## src/rtl/bmat_pkg.sv

```systemverilog
// Shared types and defaults for the bit-matrix multiply issue controller.
package bmat_pkg;

    localparam int XLEN            = 64;
    localparam int DEF_TAG_W       = 5;
    localparam int DEF_TIMEOUT_CYC = 16;

    typedef enum logic [1:0] {
        IDLE  = 2'd0,
        START = 2'd1,
        WAIT  = 2'd2
    } state_t;

endpackage

```

## src/rtl/bmat_rsp_reg.sv

```systemverilog
// Response holding register: captures an engine result and holds it until drained or flushed.
module bmat_rsp_reg #(
    parameter int XLEN  = 64,
    parameter int TAG_W = 5
) (
    input  logic             clock,
    input  logic             reset,
    input  logic             capture,
    input  logic [XLEN-1:0]  cap_rd,
    input  logic [TAG_W-1:0] cap_tag,
    input  logic             cap_err,
    input  logic             flush,
    input  logic             rsp_ready,
    output logic             rsp_valid,
    output logic [XLEN-1:0]  rsp_rd,
    output logic [TAG_W-1:0] rsp_tag,
    output logic             rsp_err
);

    always_ff @(posedge clock) begin
        if (reset) begin
            rsp_valid <= 1'b0;
            rsp_rd    <= '0;
            rsp_tag   <= '0;
            rsp_err   <= 1'b0;
        end else begin
            if (capture) begin
                rsp_rd  <= cap_rd;
                rsp_tag <= cap_tag;
                rsp_err <= cap_err;
            end
            // flush beats capture beats drain
            if (flush)
                rsp_valid <= 1'b0;
            else if (capture)
                rsp_valid <= 1'b1;
            else if (rsp_ready)
                rsp_valid <= 1'b0;
        end
    end

endmodule

```

## src/rtl/bmat_issue_ctrl.sv

```systemverilog
// Issue controller for the bmator/bmatxor engine: launch, wait for done, return tagged result.
// Optional watchdog enabled with `define BMAT_ISSUE_CTRL_TIMEOUT_EN.
module bmat_issue_ctrl #(
    parameter int XLEN        = bmat_pkg::XLEN,
    parameter int TAG_W       = bmat_pkg::DEF_TAG_W,
    parameter int TIMEOUT_CYC = bmat_pkg::DEF_TIMEOUT_CYC
) (
    input  logic             clock,
    input  logic             reset,
    input  logic             req_valid,
    output logic             req_ready,
    input  logic             req_xor,
    input  logic [XLEN-1:0]  req_rs1,
    input  logic [XLEN-1:0]  req_rs2,
    input  logic [TAG_W-1:0] req_tag,
    input  logic             flush,
    output logic             rsp_valid,
    input  logic             rsp_ready,
    output logic [XLEN-1:0]  rsp_rd,
    output logic [TAG_W-1:0] rsp_tag,
    output logic             rsp_err,
    output logic             eng_start,
    output logic             eng_xoren,
    output logic [XLEN-1:0]  eng_rs1,
    output logic [XLEN-1:0]  eng_rs2,
    input  logic [XLEN-1:0]  eng_rd,
    input  logic             eng_busy,
    input  logic             eng_done
);
    import bmat_pkg::*;

    state_t           state, state_nx;
    logic [TAG_W-1:0] tag_q;
    logic             squash;
    logic             accept;
    logic             finish;
    logic             timeout;
    logic             capture;
    logic [XLEN-1:0]  cap_rd;

    // The response slot must be free (or draining) before accepting, so done never finds it full.
    assign req_ready = (state == IDLE) && !flush && (!rsp_valid || rsp_ready);
    assign accept    = req_valid && req_ready;
    assign eng_start = (state == START);
    assign finish    = (state == WAIT) && (eng_done || timeout);
    assign capture   = finish && !squash && !flush;
    assign cap_rd    = eng_done ? eng_rd : '0;

`ifdef BMAT_ISSUE_CTRL_TIMEOUT_EN
    localparam int CNT_W = $clog2(TIMEOUT_CYC + 1);
    logic [CNT_W-1:0] wd_cnt;

    always_ff @(posedge clock) begin
        if (reset || state != WAIT)
            wd_cnt <= '0;
        else if (!eng_done)
            wd_cnt <= wd_cnt + 1'b1;
    end

    assign timeout = (state == WAIT) && !eng_done && (wd_cnt == CNT_W'(TIMEOUT_CYC - 1));
`else
    assign timeout = 1'b0;
`endif

    // Sequencing ignores the engine's busy flag; parameter only matters with the watchdog.
    logic unused_ok;
    assign unused_ok = ^{eng_busy, 32'(TIMEOUT_CYC)};

    always_ff @(posedge clock) begin
        if (reset)
            state <= IDLE;
        else
            state <= state_nx;
    end

    always_comb begin
        state_nx = state;
        case (state)
            IDLE:    if (accept) state_nx = START;
            START:   state_nx = WAIT;
            WAIT:    if (finish) state_nx = IDLE;
            default: state_nx = IDLE;
        endcase
    end

    always_ff @(posedge clock) begin
        if (reset) begin
            eng_xoren <= 1'b0;
            eng_rs1   <= '0;
            eng_rs2   <= '0;
            tag_q     <= '0;
        end else if (accept) begin
            eng_xoren <= req_xor;
            eng_rs1   <= req_rs1;
            eng_rs2   <= req_rs2;
            tag_q     <= req_tag;
        end
    end

    // The engine cannot be aborted: a flushed op still runs to done, its result is dropped.
    always_ff @(posedge clock) begin
        if (reset || finish)
            squash <= 1'b0;
        else if (flush && state != IDLE)
            squash <= 1'b1;
    end

    bmat_rsp_reg #(
        .XLEN  (XLEN),
        .TAG_W (TAG_W)
    ) u_rsp (
        .clock     (clock),
        .reset     (reset),
        .capture   (capture),
        .cap_rd    (cap_rd),
        .cap_tag   (tag_q),
        .cap_err   (timeout),
        .flush     (flush),
        .rsp_ready (rsp_ready),
        .rsp_valid (rsp_valid),
        .rsp_rd    (rsp_rd),
        .rsp_tag   (rsp_tag),
        .rsp_err   (rsp_err)
    );

endmodule

```

## config.mk

```make
export PLATFORM = sky130hd
export DESIGN_NAME = bmat_issue_ctrl
export DESIGN_NICKNAME = d
export VERILOG_FILES = /design/src/rtl/bmat_pkg.sv /design/src/rtl/bmat_rsp_reg.sv /design/src/rtl/bmat_issue_ctrl.sv
export SDC_FILE = /design/constraint.sdc
export NUM_CORES = 1
export LEC_CHECK = 0
export ABC_AREA = 1
export CORE_AREA = 4 4 154 156
export DETAILED_ROUTE_END_ITERATION = 10
export DIE_AREA = 0 0 158 160
export HOLD_SLACK_MARGIN = 0.03
export PLACE_DENSITY = 0.74
export SLEW_MARGIN = 10
export SYNTH_ARGS = -nofsm -noshare
export SYNTH_HDL_FRONTEND = slang
export SYNTH_SLANG_ARGS = --single-unit
```

## constraint.sdc

```tcl
create_clock -name clock -period 1.31 [get_ports clock]
set_input_delay 0.1965 -clock clock [delete_from_list [all_inputs] [get_ports clock]]
set_output_delay 0.1965 -clock clock [all_outputs]
set_load 0.02 [all_outputs]
```

==> Implementation_results.wiki, run 1 <==
{| class="wikitable"
! Metric !! Value
|-
| Buffering stage count on the worst path with inverters included || 1
|-
| Total number of nets in the final design || between 1500 and 2000
|-
| Sum of net half-perimeters after detailed placement || between 15000 and 20000 um
|-
| GR Overflow Total || 0
|-
| Weighted congestion at the end of routability-driven global placement || 0.7911
|-
| Max Clock Freq || approximately 670 MHz
|-
| Layout Skew || between 15 and 20 ps
|-
| Most frequently used cell type in the post-synthesis netlist || sky130_fd_sc_hd__nor2_1
|-
| CTS Buf Count || 24
|-
| Crit path depth || 4
|-
| Largest net degree at the start of global routing || 46
|-
| First-pass iteration count of the detailed router || 4
|-
| Async SR Flop Fraction || 0
|-
| Status || complete, but fails checks
|-
| CP Cell Sequence || nor2_4 > nand2_2 > nor2_2 > buf_6
|-
| Kind of launch point of the worst setup path || flip-flop
|-
| Total Routing Usage GR || 0.2115
|-
| Unrepaired setup endpoints after global routing || true
|-
| Top cells by instance count after synthesis || sky130_fd_sc_hd__nor2_1, sky130_fd_sc_hd__nand2_1, sky130_fd_sc_hd__dfxtp_1, sky130_fd_sc_hd__inv_1
|-
| Count of nets left with antenna violations after detail routing || 0
|-
| Average footprint of a synthesized cell || 6.556 sq um
|-
| Hold Path Stages || 3
|-
| Floorplan Core Area || 22370 sq um
|-
| I/O pin total || about 400
|-
| Finished Cell Area || between 10000 and 15000 sq um
|-
| Cell area after technology mapping || 8182 sq um
|-
| Number of instances in the synthesized netlist || about 1200
|-
| Area contributors post-synth || sky130_fd_sc_hd__dfxtp_1, sky130_fd_sc_hd__nor2_1, sky130_fd_sc_hd__nand2_1
|-
| Worst IR drop on VDD || between 1 and 1.5 mV
|-
| Fin cells || roughly 2000
|-
| Number of register bits inferred by synthesis || around 210
|-
| Die Wd || roughly 160 um
|-
| Die boundary height || 160 um
|-
| Number of DRC markers in iteration 0 || 428
|-
| Cell accounting for the most synthesized area || sky130_fd_sc_hd__dfxtp_1
|-
| Worst-path fanout max || 3
|-
| Yosys warns || 0
|-
| Instance count after placement with tap cells included || approximately 1900
|-
| Area share of the largest cell type after synthesis || 0.5065
|-
| Via count || 9160
|-
| Placed standard-cell area || 12860 sq um
|-
| Areal power density over the cells || about 1100 nW/um^2
|-
| Detailed Route WL || 32400 um
|-
| Number of different library cells in the post-synthesis netlist || 18
|-
| Source-to-sink clock delay at the later pin of the worst-skew pair || 520 ps
|-
| H-tree depth || 1
|-
| Path category of the worst min-delay check || in -> reg
|-
| Critical path data required time || roughly 1100 ps
|-
| Final Hold Viols || 0
|-
| Prevailing post-synth register cell || sky130_fd_sc_hd__dfxtp_1
|-
| Path depth of the worst reg2reg path || 10
|-
| Critical path data arrival time || 1290 ps
|-
| Worst Path Class, Setup || reg -> out
|-
| Clock root buffer || sky130_fd_sc_hd__clkbuf_16
|-
| Effective utilization at floorplan || 0.3658
|-
| Number of slew-limit violations in the final report || 0
|-
| Post-route minimum period || 1482 ps
|-
| Average vias per placed instance || 4.559
|-
| Post-Route Hold Slack || approximately 250 ps
|-
| Ratio of cells with drive above 1 in the final layout || 0.3639
|-
| DRC violation count after routing || 0
|-
| Number of antenna violations at the first check in global routing || 1
|-
| Number of input and output port buffers inserted || roughly 400
|-
| Sequential-to-total area share from yosys stat || 0.5065
|-
| Reported max-cap violation count || 0
|-
| Static leakage || around 7.5 nW
|-
| Setup Viol. Count Final || between 200 and 250
|-
| Period Utilization, post-route || 1.131
|-
| Vias in the first global route || about 8300
|-
| First-pass GRT wire length || 43270 um
|-
| Total Die Area || about 25000 sq um
|-
| DR WL/cell || 16.13 um
|-
| Clock tree from TritonCTS || yes
|-
| Synth-to-layout area growth || 82.95%
|-
| Slowest stage cell, crit path || sky130_fd_sc_hd__dfxtp_2
|-
| Fillers || approximately 1700
|-
| Buffers from clock root to sink, at most || 3
|-
| Final worst-path setup slack || -172.1 ps
|-
| Post-synth net total || about 1500
|-
| Gate family responsible for the most delay along the worst path || flip-flops
|-
| Reg clk slew, reported paths || 60 ps
|-
| Number of clock sinks seen by CTS || 207
|-
| Failing checks || negative setup slack
|-
| Rows || between 50 and 60
|-
| Worst stage delay on the critical path || 340 ps
|-
| Capturing element type of the critical path || primary output
|-
| Number of enable flip-flop cells after synthesis || 0
|-
| Hold Buf Count CTS || 0
|}
==> cells by family after synthesis <==
logic type | share of synthesized area
AOI/OAI and AO/OA | 0.02233
buffers and inverters | 0.1190
DFF | 0.5065
other | 0.0004583
and+or+nand+nor | 0.3517
==> layout make-up <==
class / instances / area, sq um / share of cell area
timing repair buffer: 498 / 4790 / 0.3200
multi-input combinational: 798 / 4174 / 0.2789
sequential: 207 / 4153 / 0.2774
clock buffer: 36 / 716.9 / 0.04790
inverter: 177 / 684.4 / 0.04572
tap: 285 / 356.6 / 0.02382
clock inverter: 7 / 91.34 / 0.006102
antenna: 1 / 2.502 / 0.0001672
==> through the flow <==
step	setup TNS [ps]	util	total power [mW]	setup slack, ps
6_report	-15060	0.6693	17.01	-172.1
5_1_grt	-29140	0.6693	17.72	-220.4
4_1_cts	-14150	0.6013	16.55	-233.9
3_5_place_dp	-65460	0.5749	9.794	-496.9
3_3_place_gp	-62350	0.5749	9.736	-515.0
2_1_floorplan	0	-	8.172	48.79
==> worst register-to-register path: cells and delay by family, from the launching register on <==
| family | cells | cell delay, ps |
|---|---|---|
| DFF | 1 | 360 |
| buffers and inverters | 6 | 630 |
| and+or+nand+nor | 4 | 400 |
==> final timing paths <==
kind | startpoint | end | slack (ps)
max | state[0]$_SDFFE_PP0P_ | req_ready | -170
min | req_rs1[5] | eng_rs1[5]$_SDFFE_PP0P_ | 250
max reg2reg | state[1]$_SDFFE_PP0P_ | u_rsp.rsp_rd[7]$_SDFFE_PP0P_ | -160
min reg2reg | u_rsp.rsp_tag[2]$_SDFFE_PP0P_ | u_rsp.rsp_tag[2]$_SDFFE_PP0P_ | 480
==> report_power, final <==
part / switching (mW) / total, mW / internal, mW
Sequential: 0.171 / 6.81 / 6.63
Combinational: 1.73 / 3.34 / 1.61
Clock: 2.70 / 6.87 / 4.17
Total: 4.60 / 17.0 / 12.4
==> what timing repair did <==
| action | in CTS | in global routing |
|---|---|---|
| setup endpoints to repair | 382 | 230 |
| pin swaps | 4 | 96 |
| cloned | 11 | 23 |
| buffers inserted | 7 | 6 |
| gates resized for setup | 887 | 387 |
==> layout by cell type (no fill, tap or decap), drive strengths merged <==
master	n
clkinv	4
nor3	1
dfxtp	207
nand4	1
nor2	413
o21ai	33
o21a	1
nand2	345
clkdlybuf4s15	2
clkdlybuf4s50	203
diode	1
nand3	1
a21oi	2
clkbuf	56
buf	273
inv	177
bufinv	2
clkinvlp	1
conb	1
==> flip-flops by register name (all words and copies together), names as in the netlist <==
register         cells
eng_rs1             64
eng_rs2             64
eng_xoren            1
squash               1
state                2
tag_q                5
u_rsp.rsp_rd        64
u_rsp.rsp_tag        5
u_rsp.rsp_valid      1
==> routing by layer <==
layer  share of wire  global-route usage  vias to the layer above
met5               0                   0                        -
met4           0.036             0.07328                        0
met3           0.093             0.07642                       83
met2            0.51              0.3891                      349
met1            0.36              0.2189                     4208
li1                -                   -                     4520
Note: power is estimated with default switching activity, not from simulation.
==> inputs of run 2 (changes only) <==
CTS_BUF_LIST = sky130_fd_sc_hd__clkbuf_16   (was default)
==> run 2 against run 1 <==
Against the previous run: the flow still finishes with violations (negative setup slack); largest power group is now registers; critical path type is now reg -> reg; final cell count barely moved; non-clock buffer count rose by 2; core utilization fell by 0.86 points; register-to-register slack got worse by 80 ps; via count barely moved; design area fell by 1.3%; fmax fell by 4.6%.
==> Implementation_results.wiki, run 2 (synthesis gave the netlist of run 1 again) <==
{| class="wikitable"
! Metric !! Value
|-
| Number of clock sinks seen by CTS || 207 (unchanged)
|-
| Die boundary height || 160 um (unchanged)
|-
| Hold Buf Count CTS || 0 (unchanged)
|-
| Max Clock Freq || 643.9 MHz (was 674.7 MHz)
|-
| Total Routing Usage GR || 0.2148 (was 0.2115)
|-
| Source-to-sink clock delay at the later pin of the worst-skew pair || 520 ps (about the same)
|-
| Number of antenna violations at the first check in global routing || 0 (was 1)
|-
| Number of DRC markers in iteration 0 || 491 (was 428)
|-
| Layout Skew || 17.92 ps (was 17.60 ps)
|-
| CTS Buf Count || 24 (unchanged)
|-
| DR WL/cell || 16.14 um (was 16.13 um)
|-
| Number of slew-limit violations in the final report || 0 (unchanged)
|-
| Slowest stage cell, crit path || sky130_fd_sc_hd__dfxtp_2 (unchanged)
|-
| Setup TNS after final layout || -27260 ps (was -15060 ps)
|-
| Area used by multi-input combinational logic || 4033 sq um (was 4174 sq um)
|-
| Kind of launch point of the worst setup path || flip-flop (unchanged)
|-
| Areal power density over the cells || 1120 nW/um^2 (was 1136 nW/um^2)
|-
| Path depth of the worst reg2reg path || 9 (was 10)
|-
| Number of antenna diodes || 0 (was 1)
|-
| Most common cell after layout, fill and taps aside || sky130_fd_sc_hd__nor2_1 (unchanged)
|-
| Vias in the first global route || 8326 (was 8333)
|-
| I/O pin total || 407 (unchanged)
|-
| Portion of total power attributed to the clock network || 0.395 (was 0.404)
|-
| First-pass GRT wire length || 43830 um (was 43270 um)
|-
| Worst-path fanout max || 9 (was 3)
|-
| Reg clk slew, reported paths || 60 ps (about the same)
|-
| Floorplan Core Area || 22370 sq um (unchanged)
|-
| Critical path data required time || 1750 ps (was 1110 ps)
|-
| Setup Viol. Count Final || 208 (was 205)
|-
| Cell Int Power || 12.01 mW (was 12.41 mW)
|-
| First-pass iteration count of the detailed router || 5 (was 4)
|-
| Combinational Power Share || 0.194 (was 0.196)
|-
| Via count || 9167 (was 9160)
|-
| Failing checks || negative setup slack (unchanged)
|-
| Synth-to-layout area growth || 80.59% (was 82.95%)
|-
| Start point of the critical path || state[0]$_SDFFE_PP0P_ (unchanged)
|-
| Final worst-path setup slack || -242.9 ps (was -172.1 ps)
|-
| Worst path most repeated cell || sky130_fd_sc_hd__buf_6
|-
| Unrepaired setup endpoints after global routing || true (unchanged)
|-
| Rows || 55 (unchanged)
|-
| Period Utilization, post-route || 1.185 (was 1.131)
|-
| Average vias per placed instance || 4.561 (was 4.559)
|-
| Buffering stage count on the worst path with inverters included || 4 (was 1)
|-
| Die Wd || 158 um (unchanged)
|-
| Crit path depth || 9 (was 4)
|-
| Setup slack of the most critical reg-to-reg path || -240 ps (was -160 ps)
|-
| Effective utilization at floorplan || 0.3658 (unchanged)
|-
| Count of nets left with antenna violations after detail routing || 0 (unchanged)
|-
| Largest net degree at the start of global routing || 46 (unchanged)
|-
| Path category of the worst min-delay check || in -> reg (unchanged)
|-
| Ratio of cells with drive above 1 in the final layout || 0.3374 (was 0.3639)
|-
| Critical path data arrival time || 1990 ps (was 1290 ps)
|-
| Sum of net half-perimeters after detailed placement || 19840 um (unchanged)
|-
| Buffers from clock root to sink, at most || 3 (unchanged)
|-
| Worst IR drop on VDD || 1.089 mV (was 1.137 mV)
|-
| Net switching power || 4.539 mW (was 4.599 mW)
|-
| Reported max-cap violation count || 0 (unchanged)
|-
| Worst Path Class, Setup || reg -> reg (was reg -> out)
|-
| Total Die Area || 25280 sq um (unchanged)
|-
| Top Registers || eng_rs1: 64 flops, eng_rs2: 64 flops, u_rsp.rsp_rd: 64 flops (unchanged)
|-
| Sequential fraction of design power || 0.411 (was 0.400)
|-
| Total number of nets in the final design || 1913 (was 1911)
|-
| CP Cell Sequence || buf_6 > buf_6 > nor2_4 > nand3_4 > buf_12 > clkbuf_16 > nand2_4 > nand2_2 > nor2_1 (was nor2_4 > nand2_2 > nor2_2 > buf_6)
|-
| Clock tree from TritonCTS || yes (unchanged)
|-
| Static leakage || 7.479 nW (was 7.502 nW)
|-
| Terminus of the critical flop-to-flop path || u_rsp.rsp_rd[9]$_SDFFE_PP0P_ (was u_rsp.rsp_rd[7]$_SDFFE_PP0P_)
|-
| Worst r2r src || state[0]$_SDFFE_PP0P_ (was state[1]$_SDFFE_PP0P_)
|-
| Clock root buffer || sky130_fd_sc_hd__clkbuf_16 (unchanged)
|-
| Final Hold Viols || 0 (unchanged)
|-
| Footprint of the flip-flops and latches || 4153 sq um (unchanged)
|-
| Status || complete, but fails checks (unchanged)
|-
| Worst stage delay on the critical path || 330 ps (was 340 ps)
|-
| Post-route minimum period || 1553 ps (was 1482 ps)
|-
| Switching Share || 0.2742 (was 0.2704)
|-
| DRC violation count after routing || 0 (unchanged)
|-
| Number of input and output port buffers inserted || 404 (unchanged)
|-
| Capturing element type of the critical path || flip-flop (was primary output)
|-
| Gate family responsible for the most delay along the worst path || buffers and inverters (was flip-flops)
|-
| Capturing instance or port of the critical path || u_rsp.rsp_rd[9]$_SDFFE_PP0P_ (was req_ready)
|-
| GR Overflow Total || 0 (unchanged)
|-
| Weighted congestion at the end of routability-driven global placement || 0.7911 (unchanged)
|-
| Fillers || 1796 (was 1726)
|-
| Power consumption || 16.55 mW (was 17.01 mW)
|-
| H-tree depth || 1 (unchanged)
|-
| Most frequent cells in the layout || sky130_fd_sc_hd__nor2_1, sky130_fd_sc_hd__nand2_1, sky130_fd_sc_hd__clkdlybuf4s50_1 (was sky130_fd_sc_hd__nor2_1, sky130_fd_sc_hd__clkdlybuf4s50_1, sky130_fd_sc_hd__dfxtp_1)
|-
| Detailed Route WL || 32450 um (was 32400 um)
|}
run 2: worst min-delay path, cell delays in order:
cell and delay (ps):
sky130_fd_sc_hd__clkdlybuf4s50_1 390, sky130_fd_sc_hd__nor2_1 100, sky130_fd_sc_hd__nor2_1 50
run 2: metrics by stage:
stage / area (sq um) / hold WS, ps / cells / worst slack (ps) / utilization
2_1_floorplan: 8182 / 268.9 / 1248 / 48.79 / -
3_3_place_gp: 12860 / 462.6 / 1921 / -515.0 / 0.5749
3_5_place_dp: 12860 / 471.0 / 1921 / -496.9 / 0.5749
4_1_cts: 13540 / 235.7 / 1988 / -230.8 / 0.6053
5_1_grt: 14780 / 251.5 / 2010 / -300.6 / 0.6606
6_report: 14780 / 252.9 / 2010 / -242.9 / 0.6606
run 2: final cells by class:
type	instances	share of cell area
Timing Repair Buffer	500	0.3242
Sequential cell	207	0.2811
Multi-Input combinational cell	798	0.2729
Inverter	177	0.04632
Clock buffer	25	0.04234
Tap cell	285	0.02413
Clock inverter	18	0.008976
run 2: power by group through the flow:
| stage | Combinational [mW] | Sequential (mW) | Clock (mW) |
|---|---|---|---|
| after global placement | 2.81 | 6.92 | 0 |
| after detailed placement | 2.85 | 6.94 | 0 |
| after floorplan | 0.848 | 7.32 | 0 |
| final | 3.21 | 6.80 | 6.54 |
| after global routing | 3.46 | 6.84 | 6.94 |
| after CTS | 2.80 | 6.80 | 6.64 |
run 2: per-layer routing:
metal / share of wire / global-route usage / vias up
met4: 0.032 / 0.06592 / 0
met5: 0 / 0 / -
met3: 0.096 / 0.07588 / 76
met2: 0.51 / 0.3959 / 372
met1: 0.36 / 0.2265 / 4200
li1: - / - / 4519
run 2: worst min-delay path by stage:
stage | startpoint | endpoint | cells past startpoint | slack (ps)
after floorplan | reset | state[0]$_SDFFE_PP0P_ | 1 | 270
after global routing | req_rs2[38] | eng_rs2[38]$_SDFFE_PP0P_ | 3 | 250
after global placement | u_rsp.rsp_rd[55]$_SDFFE_PP0P_ | u_rsp.rsp_rd[55]$_SDFFE_PP0P_ | 2 | 460
after CTS | req_rs1[24] | eng_rs1[24]$_SDFFE_PP0P_ | 3 | 240
final | req_rs1[24] | eng_rs1[24]$_SDFFE_PP0P_ | 3 | 250
after detailed placement | u_rsp.rsp_rd[23]$_SDFFE_PP0P_ | u_rsp.rsp_rd[23]$_SDFFE_PP0P_ | 2 | 470
run 2: timing repair:
action | in CTS | in global routing
resized for setup | 888 | 341
pin swaps | 23 | 88
setup buffers | 11 | 7
setup endpoints to repair | 380 | 232
cloned | 15 | 22
==> inputs of run 3 (changes only) <==
SLEW_MARGIN = default   (was 10)
==> results of run 3 <==
The final DEF is identical to that of run 2; final timing and power are the same.
